<file path="config.mk">
export PLATFORM = sky130hd
export DESIGN_NAME = ciclo_lavagem
export DESIGN_NICKNAME = d
export VERILOG_FILES = /design/src/rtl/maquina_pkg.sv /design/src/rtl/temporizador_fase.sv /design/src/rtl/ciclo_lavagem.sv
export SDC_FILE = /design/constraint.sdc
export NUM_CORES = 1
export LEC_CHECK = 0
export ABC_CLOCK_PERIOD_IN_PS = 7300
export CAP_MARGIN = 20
export CORE_MARGIN = 1
export CORE_UTILIZATION = 40
export DETAILED_ROUTE_END_ITERATION = 10
export PLACE_DENSITY = 0.77
export SETUP_SLACK_MARGIN = 0.15
export SYNTH_ARGS = -nofsm -noshare
export SYNTH_HDL_FRONTEND = slang
export SYNTH_HIERARCHICAL = 1
export SYNTH_SLANG_ARGS = --single-unit
</file>
<file path="constraint.sdc">
create_clock -name clock -period 7.3 [get_ports clock]
set_input_delay 1.46 -clock clock [delete_from_list [all_inputs] [get_ports clock]]
set_output_delay 1.46 -clock clock [all_outputs]
set_load 0.005 [all_outputs]
</file>
<file path="src/rtl/maquina_pkg.sv">
// ============================================================================
// maquina_pkg
// Phase codes shared by the wash sequencer and the actuator-driver block.
// Revision: 1.0
// ============================================================================
`default_nettype none

package maquina_pkg;

    localparam logic [2:0] FASE_IDLE       = 3'd0;
    localparam logic [2:0] FASE_ENCHER     = 3'd1;
    localparam logic [2:0] FASE_LAVAGEM    = 3'd2;
    localparam logic [2:0] FASE_ENXAGUE    = 3'd3;
    localparam logic [2:0] FASE_CENTRIFUGA = 3'd4;

    typedef enum logic [2:0] {
        ST_IDLE       = FASE_IDLE,
        ST_ENCHER     = FASE_ENCHER,
        ST_LAVAGEM    = FASE_LAVAGEM,
        ST_ENXAGUE    = FASE_ENXAGUE,
        ST_CENTRIFUGA = FASE_CENTRIFUGA
    } estado_t;

endpackage

`default_nettype wire

</file>
<file path="src/rtl/temporizador_fase.sv">
// ============================================================================
// temporizador_fase
// Tick prescaler plus loadable down-counter timing one wash phase.
// Revision: 1.0
// ============================================================================
`default_nettype none

module temporizador_fase #(
    parameter int CNT_W    = 8,
    parameter int PRESCALE = 1
) (
    input  logic             clock,
    input  logic             reset_n,
    input  logic             carga,
    input  logic [CNT_W-1:0] valor,
    input  logic             pausa,
    output logic [CNT_W-1:0] tempo_restante,
    output logic             fim
);

    localparam int              PRE_W   = (PRESCALE > 1) ? $clog2(PRESCALE) : 1;
    localparam logic [PRE_W-1:0] PRE_MAX = PRE_W'(PRESCALE - 1);

    logic [PRE_W-1:0] pre;
    logic             tick;

    assign tick = (pre == PRE_MAX);

    // A zero-length phase ends immediately; otherwise the 1->0 tick ends it.
    assign fim = !pausa && ((tempo_restante == '0) ||
                            (tick && (tempo_restante == CNT_W'(1))));

    always_ff @(posedge clock or negedge reset_n) begin
        if (!reset_n) begin
            pre            <= '0;
            tempo_restante <= '0;
        end else if (carga) begin
            pre            <= '0;
            tempo_restante <= valor;
        end else if (!pausa) begin
            if (tick) begin
                pre <= '0;
                if (tempo_restante != '0)
                    tempo_restante <= tempo_restante - CNT_W'(1);
            end else begin
                pre <= pre + PRE_W'(1);
            end
        end
    end

endmodule

`default_nettype wire

</file>
<file path="src/rtl/ciclo_lavagem.sv">
// ============================================================================
// ciclo_lavagem
// Programmable wash cycle: fill, wash, N rinses, spin, with pause and abort.
// Revision: 1.0
// ============================================================================
`default_nettype none

module ciclo_lavagem
    import maquina_pkg::*;
#(
    parameter int CNT_W    = 8,
    parameter int PRESCALE = 1,
    parameter int NENX_W   = 2
) (
    input  logic              clock,
    input  logic              reset_n,
    input  logic              start,
    input  logic              pausa,
    input  logic              abortar,
    input  logic [CNT_W-1:0]  t_encher,
    input  logic [CNT_W-1:0]  t_lavagem,
    input  logic [CNT_W-1:0]  t_enxague,
    input  logic [CNT_W-1:0]  t_centrifuga,
    input  logic [NENX_W-1:0] n_enxague,
    output logic              valvula_ativa,
    output logic              lavagem_ativa,
    output logic              enxague_ativa,
    output logic              centrifuga_ativa,
    output logic [2:0]        fase,
    output logic              ocupado,
    output logic              concluido,
    output logic [CNT_W-1:0]  tempo_restante
);

    estado_t             estado, prox;
    logic [CNT_W-1:0]    t_lav_r, t_enx_r, t_cen_r;
    logic [NENX_W-1:0]   n_cnt, n_prox;
    logic                nao_nula_r;
    logic                carga, latch, conc_prox, fim, nao_nula_prox;
    logic [CNT_W-1:0]    valor;

    temporizador_fase #(
        .CNT_W    (CNT_W),
        .PRESCALE (PRESCALE)
    ) u_temporizador (
        .clock          (clock),
        .reset_n        (reset_n),
        .carga          (carga),
        .valor          (valor),
        .pausa          (pausa || (estado == ST_IDLE)),
        .tempo_restante (tempo_restante),
        .fim            (fim)
    );

    always_comb begin
        prox      = estado;
        carga     = 1'b0;
        valor     = '0;
        n_prox    = n_cnt;
        latch     = 1'b0;
        conc_prox = 1'b0;
        if (abortar) begin
            prox   = ST_IDLE;
            carga  = 1'b1;
            n_prox = '0;
        end else begin
            case (estado)
                ST_IDLE: begin
                    if (start) begin
                        prox   = ST_ENCHER;
                        carga  = 1'b1;
                        valor  = t_encher;
                        latch  = 1'b1;
                        n_prox = n_enxague;
                    end
                end
                ST_ENCHER: begin
                    if (fim) begin
                        prox  = ST_LAVAGEM;
                        carga = 1'b1;
                        valor = t_lav_r;
                    end
                end
                ST_LAVAGEM: begin
                    if (fim) begin
                        carga = 1'b1;
                        if (n_cnt != '0) begin
                            prox  = ST_ENXAGUE;
                            valor = t_enx_r;
                        end else begin
                            prox  = ST_CENTRIFUGA;
                            valor = t_cen_r;
                        end
                    end
                end
                ST_ENXAGUE: begin
                    if (fim) begin
                        carga  = 1'b1;
                        n_prox = n_cnt - NENX_W'(1);
                        if (n_cnt != NENX_W'(1)) begin
                            prox  = ST_ENXAGUE;
                            valor = t_enx_r;
                        end else begin
                            prox  = ST_CENTRIFUGA;
                            valor = t_cen_r;
                        end
                    end
                end
                ST_CENTRIFUGA: begin
                    if (fim) begin
                        prox      = ST_IDLE;
                        carga     = 1'b1;
                        conc_prox = 1'b1;
                    end
                end
                default: begin
                    prox  = ST_IDLE;
                    carga = 1'b1;
                end
            endcase
        end
    end

    // Whether the phase being entered (or continued) has a nonzero duration.
    assign nao_nula_prox = carga ? (valor != '0) : nao_nula_r;

    always_ff @(posedge clock or negedge reset_n) begin
        if (!reset_n) begin
            estado           <= ST_IDLE;
            n_cnt            <= '0;
            t_lav_r          <= '0;
            t_enx_r          <= '0;
            t_cen_r          <= '0;
            nao_nula_r       <= 1'b0;
            concluido        <= 1'b0;
            valvula_ativa    <= 1'b0;
            lavagem_ativa    <= 1'b0;
            enxague_ativa    <= 1'b0;
            centrifuga_ativa <= 1'b0;
        end else begin
            estado     <= prox;
            n_cnt      <= n_prox;
            nao_nula_r <= nao_nula_prox;
            concluido  <= conc_prox;
            if (latch) begin
                t_lav_r <= t_lavagem;
                t_enx_r <= t_enxague;
                t_cen_r <= t_centrifuga;
            end
            valvula_ativa    <= (prox == ST_ENCHER)     && !pausa && nao_nula_prox;
            lavagem_ativa    <= (prox == ST_LAVAGEM)    && !pausa && nao_nula_prox;
            enxague_ativa    <= (prox == ST_ENXAGUE)    && !pausa && nao_nula_prox;
            centrifuga_ativa <= (prox == ST_CENTRIFUGA) && !pausa && nao_nula_prox;
        end
    end

    assign fase    = estado;
    assign ocupado = (estado != ST_IDLE);

endmodule

`default_nettype wire

</file>
==> impl_metrics.ini, run 1 <==
[worst_setup_path]
setup.worst_path.start_class = input port
r2r-start = fase[0]$_DFF_PN0_
r2r-end = centrifuga_ativa$_DFF_PN0_
worst_ep_arrival_time_ns = 4.46
worstPathRequired_ns = 7.48
reg2regPathDepth = 10
r2r_setup_slack_ns = 3.73
cp_max_fo = 19
path_class = in2reg
end_kind = flop

[timing]
finalWorstPathRequiredPeriod_ns = 4.276
final.setup.tns_ns = 0
setup-violations-final = 0
period_share = 0.5858
unrepaired_setup_endpoints_after_global_routing = no
maxSlewHeadroom = 0.3779
max_slew.worst_pin.slew_ns = 0.9332
final_critical_path_setup_slack_ns = 3.024
final_max_slew_violation_count = 0
hold_viol_final = 0
worst_clock_skew_ns = 0.01003
maxClockFrequency_mhz = 233.9

[place]
detailedPlacementHpwl_um = 4554
io_buffer_count = 55
place_worst_setup_slack_ns = 2.795
routabilityCongestion = 0.8490

[route]
routed_via_density = 5.659
totalWireLength_um = 6061
drt-initial-drc-count = 146
drt.antenna.violating_nets = 0
routed-via-count = 2105
drt_first_pass_iters = 5
drc_markers = 0
drt-wirelength-per-cell_um = 16.29

[pwr]
ir_drop_mv = 0.09592
p_total_uw = 648.3
p_per_area_mw_per_mm2 = 202.0
leakagePower_uw = 0.001331

[synthesis]
asyncSetResetFlopFracSynth = 1.000
synth_enable_flop_cells = 0
synthesis.area_mm2 = 0.002551
synthDominantCellAreaShare = 0.4218
synth_area_leader_cell = sky130_fd_sc_hd__dfrtp_1
synth.ff_latch_count = 43
synth_seq_area_share = 0.4218
post-synth-top-count-cell = sky130_fd_sc_hd__dfrtp_1
syn-mean-instance-area_um2 = 10.33
yosys_warnings = 6
number_of_instances_in_the_synthesized_netlist = 247
synthFlopType = sky130_fd_sc_hd__dfrtp_1
synth.cells.most_frequent = 43 x sky130_fd_sc_hd__dfrtp_1, 27 x sky130_fd_sc_hd__mux2_2, 19 x sky130_fd_sc_hd__nor2_1, 16 x sky130_fd_sc_hd__nand2_1
synth.top_cells.by_area = sky130_fd_sc_hd__dfrtp_1 42%, sky130_fd_sc_hd__mux2_2 12%, sky130_fd_sc_hd__mux2i_1 5.9%
postSynthNetCount = 293
synth.lib_cells_used.distinct = 51

[final_layout]
finish.net_count = 342
n_antenna_cell = 0
drive_gt1_frac = 0.1616
layout-area-overhead-vs-synth_pct = 25.80

[global_route]
grt_antenna_before_repair = 0
grt_overflow_total = 0
grt_pass1_vias = 2030
global_route_total_usage_across_every_layer = 0.1947
grt_first_pass_wirelength_um = 9708
grt_start_max_net_pins = 44

[floorplan]
start_util = 0.4234
die_y_um = 81.86
floorplan.io_pins = 56
die_x_um = 81.86
floorplan.core_area_mm2 = 0.006026
die_area_mm2 = 0.006701
rows = 28

[clock_tree]
cts_setup_buffers = 0
clock_latency_at_the_later_pin_of_the_worst_skew_pair_ns = 0.30
cts_resized = 0
cts.sinks = 43
htree_num_levels = 2
clk_path_buf_depth = 2
cts-root-buf = sky130_fd_sc_hd__clkbuf_8
tritoncts_buffer_count = 5
holdBufCountCts = 0
tritoncts = built
worst_setup_hold_path_clk_slew_ns = 0.08

[min_path]
hold_path_startpoint = nao_nula_r$_DFF_PN0_
min_to = nao_nula_r$_DFF_PN0_
min_delay_path_depth = 2
hold_class = reg2reg

[job]
maxCapViolCount = 0

[status]
outcome = completed
## metal layers
layer | global-route usage | routed length [µm] | vias up
met5 | 0 | 0 | -
met4 | 0.09123 | 167 | 0
met3 | 0.03778 | 306 | 16
met2 | 0.3091 | 2905 | 67
met1 | 0.2538 | 2682 | 1028
li1 | - | - | 994
## cell families after synthesis
family          after synthesis  share of synthesized area
simple gates                 77                     0.1819
compound gates               51                     0.1339
flops                        43                     0.4218
mux                          42                     0.1780
buf+inv                      26                    0.04659
fa+ha+maj                     7                    0.03433
xor+xnor                      1                   0.003434
## placed cells by master (no fill, tap or decap), types with 4 or more instances in the layout
master and n:
sky130_fd_sc_hd__clkdlybuf4s50_1 54, sky130_fd_sc_hd__dfrtp_1 43, sky130_fd_sc_hd__mux2_2 27, sky130_fd_sc_hd__nor2_1 19, sky130_fd_sc_hd__nand2_1 16, sky130_fd_sc_hd__mux2i_1 15
sky130_fd_sc_hd__a21oi_1 15, sky130_fd_sc_hd__inv_1 13, sky130_fd_sc_hd__o21ai_0 7, sky130_fd_sc_hd__ha_1 7, sky130_fd_sc_hd__nor4_1 5, sky130_fd_sc_hd__nor2b_1 5
sky130_fd_sc_hd__clkbuf_8 5, sky130_fd_sc_hd__nand3_1 4, sky130_fd_sc_hd__nor3_1 4, sky130_fd_sc_hd__o21ai_1 4
## worst max-delay path by stage
stage / start / endpoint / slack, ns / cells past startpoint
after floorplan: pausa / centrifuga_ativa$_DFF_PN0_ / 3.91 / 9
after global placement: pausa / centrifuga_ativa$_DFF_PN0_ / 3.14 / 10
after detailed placement: pausa / centrifuga_ativa$_DFF_PN0_ / 2.80 / 10
after CTS: pausa / centrifuga_ativa$_DFF_PN0_ / 3.08 / 10
after global routing: pausa / centrifuga_ativa$_DFF_PN0_ / 2.64 / 10
final: pausa / centrifuga_ativa$_DFF_PN0_ / 3.02 / 10
## worst max-delay path, cell delays in order
cell and delay, ns:
sky130_fd_sc_hd__clkdlybuf4s50_1 0.47, sky130_fd_sc_hd__nand2b_1 0.24, sky130_fd_sc_hd__nor4_1 0.30, sky130_fd_sc_hd__o211a_1 0.44, sky130_fd_sc_hd__nor2b_1 0.11, sky130_fd_sc_hd__o21ai_0 0.23, sky130_fd_sc_hd__a21o_1 0.47, sky130_fd_sc_hd__nor2_1 0.11
sky130_fd_sc_hd__or2_2 0.34, sky130_fd_sc_hd__nor4b_1 0.29
## flip-flops by register name (all words and copies together), names as in the netlist
register,flops
lavagem_ativa,1
fase,3
t_cen_r,8
nao_nula_r,1
u_temporizador/tempo_restante,8
valvula_ativa,1
t_enx_r,8
centrifuga_ativa,1
n_cnt,2
concluido,1
t_lav_r,8
enxague_ativa,1
## final cells by class
class / count / area, µm²
tap: 75 / 93.84
inverter: 13 / 48.80
multi-input combinational: 178 / 1356
timing repair buffer: 55 / 545.5
clock buffer: 5 / 68.82
fill: 536 / 2816
clock inverter: 3 / 20.02
sequential: 43 / 1076
## report_power, final
part | internal, µW | switching (µW) | leakage [µW]
Clock | 66.6 | 84.7 | 0.0000402
Combinational | 103 | 83.6 | 0.000754
Sequential | 277 | 34.0 | 0.000537
Total | 446 | 202 | 0.00133
## through the flow
stage,util,area [µm²],std cells,hold WS (ns)
floorplan,-,2551,247,0.4480
global placement,0.5179,3120,364,0.4659
detailed placement,0.5179,3120,364,0.4881
CTS,0.5326,3209,372,0.5073
global route,0.5326,3209,372,0.5415
finish,0.5326,3209,372,0.5022
(Power assumes the default switching activity.)
==> inputs of run 2 (changes only) <==
--- a/config.mk
+++ b/config.mk
@@ -5,7 +5,7 @@
 export SDC_FILE = /design/constraint.sdc
 export NUM_CORES = 1
 export LEC_CHECK = 0
-export ABC_CLOCK_PERIOD_IN_PS = 7300
+export ABC_CLOCK_PERIOD_IN_PS = 4050
 export CAP_MARGIN = 20
 export CORE_MARGIN = 1
 export CORE_UTILIZATION = 40
==> constraint.sdc (replaced) <==
create_clock -name clock -period 4.05 [get_ports clock]
set_input_delay 0.81 -clock clock [delete_from_list [all_inputs] [get_ports clock]]
set_output_delay 0.81 -clock clock [all_outputs]
set_load 0.005 [all_outputs]
==> run 2 against run 1 <==
Effect of this change:
- clock skew is 0.0019 ns higher
- routed wire length hardly changed
- highest routed layer unchanged
- count of clock-buffer cells in the layout is 1 higher
- non-clock buffer count is 3 higher
- cell area is 1.7% higher
- largest cell class unchanged
==> impl_metrics.ini, run 2 (synthesized netlist as in run 1, its figures left out) <==
[pwr]
clockPowerShare = 0.284
p_per_area_mw_per_mm2 = 384.9
p_sw_uw = 366.3
internal_power_summed_over_all_cells_uw = 890.2
power_switching_share = 0.2915
ir_drop_mv = 0.2008
leakagePower_uw = 0.001368
power.sequential.fraction = 0.440
combPwrFrac = 0.276

[place]
numPlacedInstances = 367
detailedPlacementHpwl_um = 4389
place_worst_setup_slack_ns = 0.3725
io_buffer_count = 55
routabilityCongestion = 0.8640

[final_layout]
layout_commonest_cell = sky130_fd_sc_hd__clkdlybuf4s50_1
n_antenna_cell = 0
layout-area-overhead-vs-synth_pct = 27.95
drive_gt1_frac = 0.1700
n_fill_cell = 554
final_cell_count_no_fill = 375
finish.net_count = 345
most-common-layout-cells = 54 x sky130_fd_sc_hd__clkdlybuf4s50_1, 43 x sky130_fd_sc_hd__dfrtp_1, 27 x sky130_fd_sc_hd__mux2_2

[timing]
final_max_slew_violation_count = 0
maxSlewHeadroom = 0.3576
hold_viol_final = 0
fin_worst_hold_slack_ns = 0.5135
unrepaired_setup_endpoints_after_global_routing = no
final_critical_path_setup_slack_ns = 0.5662
max_slew.worst_pin.slew_ns = 0.9636
maxClockFrequency_mhz = 287.0
final.setup.tns_ns = 0
finalWorstPathRequiredPeriod_ns = 3.484
setup-violations-final = 0
worst_clock_skew_ns = 0.01197
period_share = 0.8602

[floorplan]
die_x_um = 81.86
floorplan.io_pins = 56
die_y_um = 81.86
start_util = 0.4234
floorplan.core_area_mm2 = 0.006026
rows = 28
die_area_mm2 = 0.006701

[clock_tree]
clk_path_buf_depth = 2
tritoncts_buffer_count = 5
worst_setup_hold_path_clk_slew_ns = 0.08
holdBufCountCts = 0
cts_setup_buffers = 0
htree_num_levels = 2
cts_resized = 0
cts.sinks = 43
tritoncts = built
clock_latency_at_the_later_pin_of_the_worst_skew_pair_ns = 0.31
cts-root-buf = sky130_fd_sc_hd__clkbuf_8

[route]
drt-wirelength-per-cell_um = 16.16
drt-initial-drc-count = 143
drt.antenna.violating_nets = 0
totalWireLength_um = 6060
routed_via_density = 5.640
routed-via-count = 2115
drc_markers = 0
drt_first_pass_iters = 4

[status]
outcome = completed

[worst_setup_path]
timing.critical_path.max_delay_family = simple AND/OR/NAND/NOR gates
setup.worst_path.start_class = input port
worst-path-buf-inv = 1
cp_max_fo = 14
reg2regPathDepth = 10
worstPathRequired_ns = 4.23
path_class = in2reg
worst_ep_arrival_time_ns = 3.66
crit_chain = clkdlybuf4s50_1 > nand2b_1 > nor4_1 > o211a_1 > or3b_2 > nor2_1 > a222oi_1 > o2111ai_1 > nor4b_4 > nor4b_1
timing.critical_path.depth = 10
worst_path_largest_cell_delay_ns = 0.56
worst_path_max_delay_cell = sky130_fd_sc_hd__or3b_2
end_kind = flop

[global_route]
grt_overflow_total = 0
grt_start_max_net_pins = 44
grt_first_pass_wirelength_um = 9715
global_route_total_usage_across_every_layer = 0.1939
grt_antenna_before_repair = 0
grt_pass1_vias = 2022

[min_path]
hold_class = reg2reg
min_delay_path_depth = 1

[job]
maxCapViolCount = 0
==> run 2: final timing paths <==
path | slack (ns) | startpoint | endpoint
max in group asynchronous | 2.79 | reset_n | fase[0]$_DFF_PN0_
hold reg to reg | 0.51 | t_enx_r[5]$_DFFE_PN0P_ | t_enx_r[5]$_DFFE_PN0P_
min in group asynchronous | 0.65 | reset_n | n_cnt[1]$_DFFE_PN0P_
setup / recovery | 0.57 | pausa | centrifuga_ativa$_DFF_PN0_
hold / removal | 0.51 | t_enx_r[5]$_DFFE_PN0P_ | t_enx_r[5]$_DFFE_PN0P_
setup reg to reg | 0.65 | fase[2]$_DFF_PN0_ | centrifuga_ativa$_DFF_PN0_
==> run 2: power groups by stage <==
stage,clock network (µW),registers (µW),logic [µW]
floorplan,0,546,229
global route,386,562,379
global placement,0,558,336
finish,357,553,346
detailed placement,0,561,344
CTS,364,553,347
==> run 2: final cells by class <==
class | instances | area (µm²) | share of cell area
clock buffers | 6 | 82.58 | 0.02530
clock inverters | 2 | 38.79 | 0.01188
inverters | 13 | 48.80 | 0.01495
multi-input cells | 178 | 1356 | 0.4155
flip-flops and latches | 43 | 1076 | 0.3296
well taps | 75 | 93.84 | 0.02875
repair buffers | 58 | 568.0 | 0.1740
==> run 2: layer usage <==
layer  GRT usage  up-vias  share of wire
met4     0.06316        0          0.028
met5           0        -              0
li1            -      999              -
met1      0.2606     1013           0.44
met3     0.03556       18          0.061
met2      0.3132       85           0.47
==> run 2: metrics by stage <==
step / instance area (µm²) / total power, µW / utilization
final: 3264 / 1256 / 0.5417
after global routing: 3264 / 1326 / 0.5417
after floorplan: 2551 / 774.7 / -
after global placement: 3143 / 893.9 / 0.5216
after detailed placement: 3143 / 904.2 / 0.5216
after CTS: 3264 / 1263 / 0.5417
==> inputs of run 3 (changes only) <==
--- a/config.mk
+++ b/config.mk
@@ -10,8 +10,10 @@
 export CORE_MARGIN = 1
 export CORE_UTILIZATION = 40
 export DETAILED_ROUTE_END_ITERATION = 10
-export PLACE_DENSITY = 0.77
+export DONT_BUFFER_PORTS = 1
+export PLACE_DENSITY = 0.65
 export SETUP_SLACK_MARGIN = 0.15
+export SLEW_MARGIN = 15
 export SYNTH_ARGS = -nofsm -noshare
 export SYNTH_HDL_FRONTEND = slang
 export SYNTH_HIERARCHICAL = 1
==> run 3 against run 2 <==
Effect of this change:
- cell count is 15% lower
- worst setup slack better by 0.17 ns
- non-clock buffer count is 56 lower
==> impl_metrics.ini, run 3 (synthesized netlist as in run 1, its figures left out) <==
[status]
outcome = completed

[floorplan]
die_x_um = 81.86
floorplan.io_pins = 56
start_util = 0.4234
die_area_mm2 = 0.006701
floorplan.core_area_mm2 = 0.006026
die_y_um = 81.86
rows = 28

[timing]
worst_clock_skew_ns = 0.008148
maxSlewHeadroom = 0.5930
final_critical_path_setup_slack_ns = 0.7357
final_max_slew_violation_count = 0
max_slew.worst_pin.slew_ns = 0.6088
setup-violations-final = 0
maxClockFrequency_mhz = 301.7
final.setup.tns_ns = 0
unrepaired_setup_endpoints_after_global_routing = no
finalWorstPathRequiredPeriod_ns = 3.314
hold_viol_final = 0
period_share = 0.8183

[clock_tree]
cts-root-buf = sky130_fd_sc_hd__clkbuf_8
clk_path_buf_depth = 2
tritoncts = built
cts.sinks = 43
worst_setup_hold_path_clk_slew_ns = 0.09
cts_setup_buffers = 0
cts_resized = 0
clock_latency_at_the_later_pin_of_the_worst_skew_pair_ns = 0.30
htree_num_levels = 2
holdBufCountCts = 0
tritoncts_buffer_count = 5

[final_layout]
drive_gt1_frac = 0.2008
n_antenna_cell = 0
n_fill_cell = 602
finish.net_count = 289
final_cell_area_mm2 = 0.002689
layout-area-overhead-vs-synth_pct = 5.395
layout_commonest_cell = sky130_fd_sc_hd__dfrtp_1
most-common-layout-cells = 43 x sky130_fd_sc_hd__dfrtp_1, 27 x sky130_fd_sc_hd__mux2_2, 19 x sky130_fd_sc_hd__nor2_1

[route]
drt_first_pass_iters = 6
routed-via-count = 1882
drt-wirelength-per-cell_um = 18.86
drt-initial-drc-count = 162
drc_markers = 0
totalWireLength_um = 6016
routed_via_density = 5.900
drt.antenna.violating_nets = 0

[global_route]
grt_first_pass_wirelength_um = 9867
grt_start_max_net_pins = 44
global_route_total_usage_across_every_layer = 0.1954
grt_pass1_vias = 1938
grt_overflow_total = 0
grt_antenna_before_repair = 0

[worst_setup_path]
cp_max_fo = 17
timing.critical_path.max_delay_family = simple AND/OR/NAND/NOR gates
end_kind = flop
r2r-start = fase[2]$_DFF_PN0_
crit_chain = or3_1 > nand2b_1 > nor4_1 > o211a_1 > or3b_2 > nor2_1 > a222oi_1 > o2111ai_1 > nor4b_4 > nor4b_1
r2r_setup_slack_ns = 0.74
reg2regPathDepth = 10
worstPathRequired_ns = 4.22
worst_ep_arrival_time_ns = 3.49
worst-path-buf-inv = 0
r2r-end = centrifuga_ativa$_DFF_PN0_
setup.worst_path.start_class = flop
worst_path_max_delay_cell = sky130_fd_sc_hd__dfrtp_1
path_class = reg2reg
worst_setup_path_startpoint = fase[2]$_DFF_PN0_
worst_path_largest_cell_delay_ns = 0.66

[place]
routabilityCongestion = 0.8506
detailedPlacementHpwl_um = 4453
place_worst_setup_slack_ns = 0.8253
io_buffer_count = 0
placed_area_mm2 = 0.002590

[pwr]
leakagePower_uw = 0.001141
ir_drop_mv = 0.2327
p_per_area_mw_per_mm2 = 417.2

[job]
maxCapViolCount = 0

[min_path]
hold_class = in2async
-- run 3: worst reg2reg max path, cell delays in order, from the launching register on --
cell	delay [ns]
sky130_fd_sc_hd__dfrtp_1	0.66
sky130_fd_sc_hd__or3_1	0.24
sky130_fd_sc_hd__nand2b_1	0.14
sky130_fd_sc_hd__nor4_1	0.21
sky130_fd_sc_hd__o211a_1	0.43
sky130_fd_sc_hd__or3b_2	0.55
sky130_fd_sc_hd__nor2_1	0.18
sky130_fd_sc_hd__a222oi_1	0.13
sky130_fd_sc_hd__o2111ai_1	0.19
sky130_fd_sc_hd__nor4b_4	0.11
sky130_fd_sc_hd__nor4b_1	0.35
-- run 3: layer usage --
layer	global-route usage	vias to the layer above	wire length, µm	part of all wire
li1	-	894	-	-
met1	0.2552	923	2609	0.43
met2	0.3116	58	2847	0.47
met3	0.06000	7	505	0.084
met4	0.05263	0	54	0.0090
met5	0	-	0	0
-- run 3: how the worst max path moves through the flow --
stage,depth (start not counted),endpoint
finish,10,centrifuga_ativa$_DFF_PN0_
global route,10,centrifuga_ativa$_DFF_PN0_
CTS,10,centrifuga_ativa$_DFF_PN0_
detailed placement,10,centrifuga_ativa$_DFF_PN0_
global placement,10,lavagem_ativa$_DFF_PN0_
floorplan,12,lavagem_ativa$_DFF_PN0_
-- run 3: power breakdown --
part           internal [µW]  switching, µW
Sequential               499           53.7
Clock                    139            156
Combinational            136            138
-- run 3: stage by stage --
step	hold slack, ns	power (µW)	utilization	cells
after floorplan	0.4480	774.7	-	247
after global placement	0.4710	824.0	0.4298	311
after detailed placement	0.4675	834.5	0.4298	311
after CTS	0.1848	1132	0.4462	319
after global routing	0.1751	1188	0.4462	319
final	0.1967	1122	0.4462	319
-- run 3: layout make-up --
type / instances / area (µm²) / area share
multi-input cells: 178 / 1356 / 0.5044
flip-flops and latches: 43 / 1076 / 0.4002
well taps: 75 / 93.84 / 0.03490
clock buffers: 6 / 82.58 / 0.03071
inverters: 13 / 48.80 / 0.01815
clock inverters: 2 / 16.27 / 0.006049
repair buffers: 2 / 15.01 / 0.005584
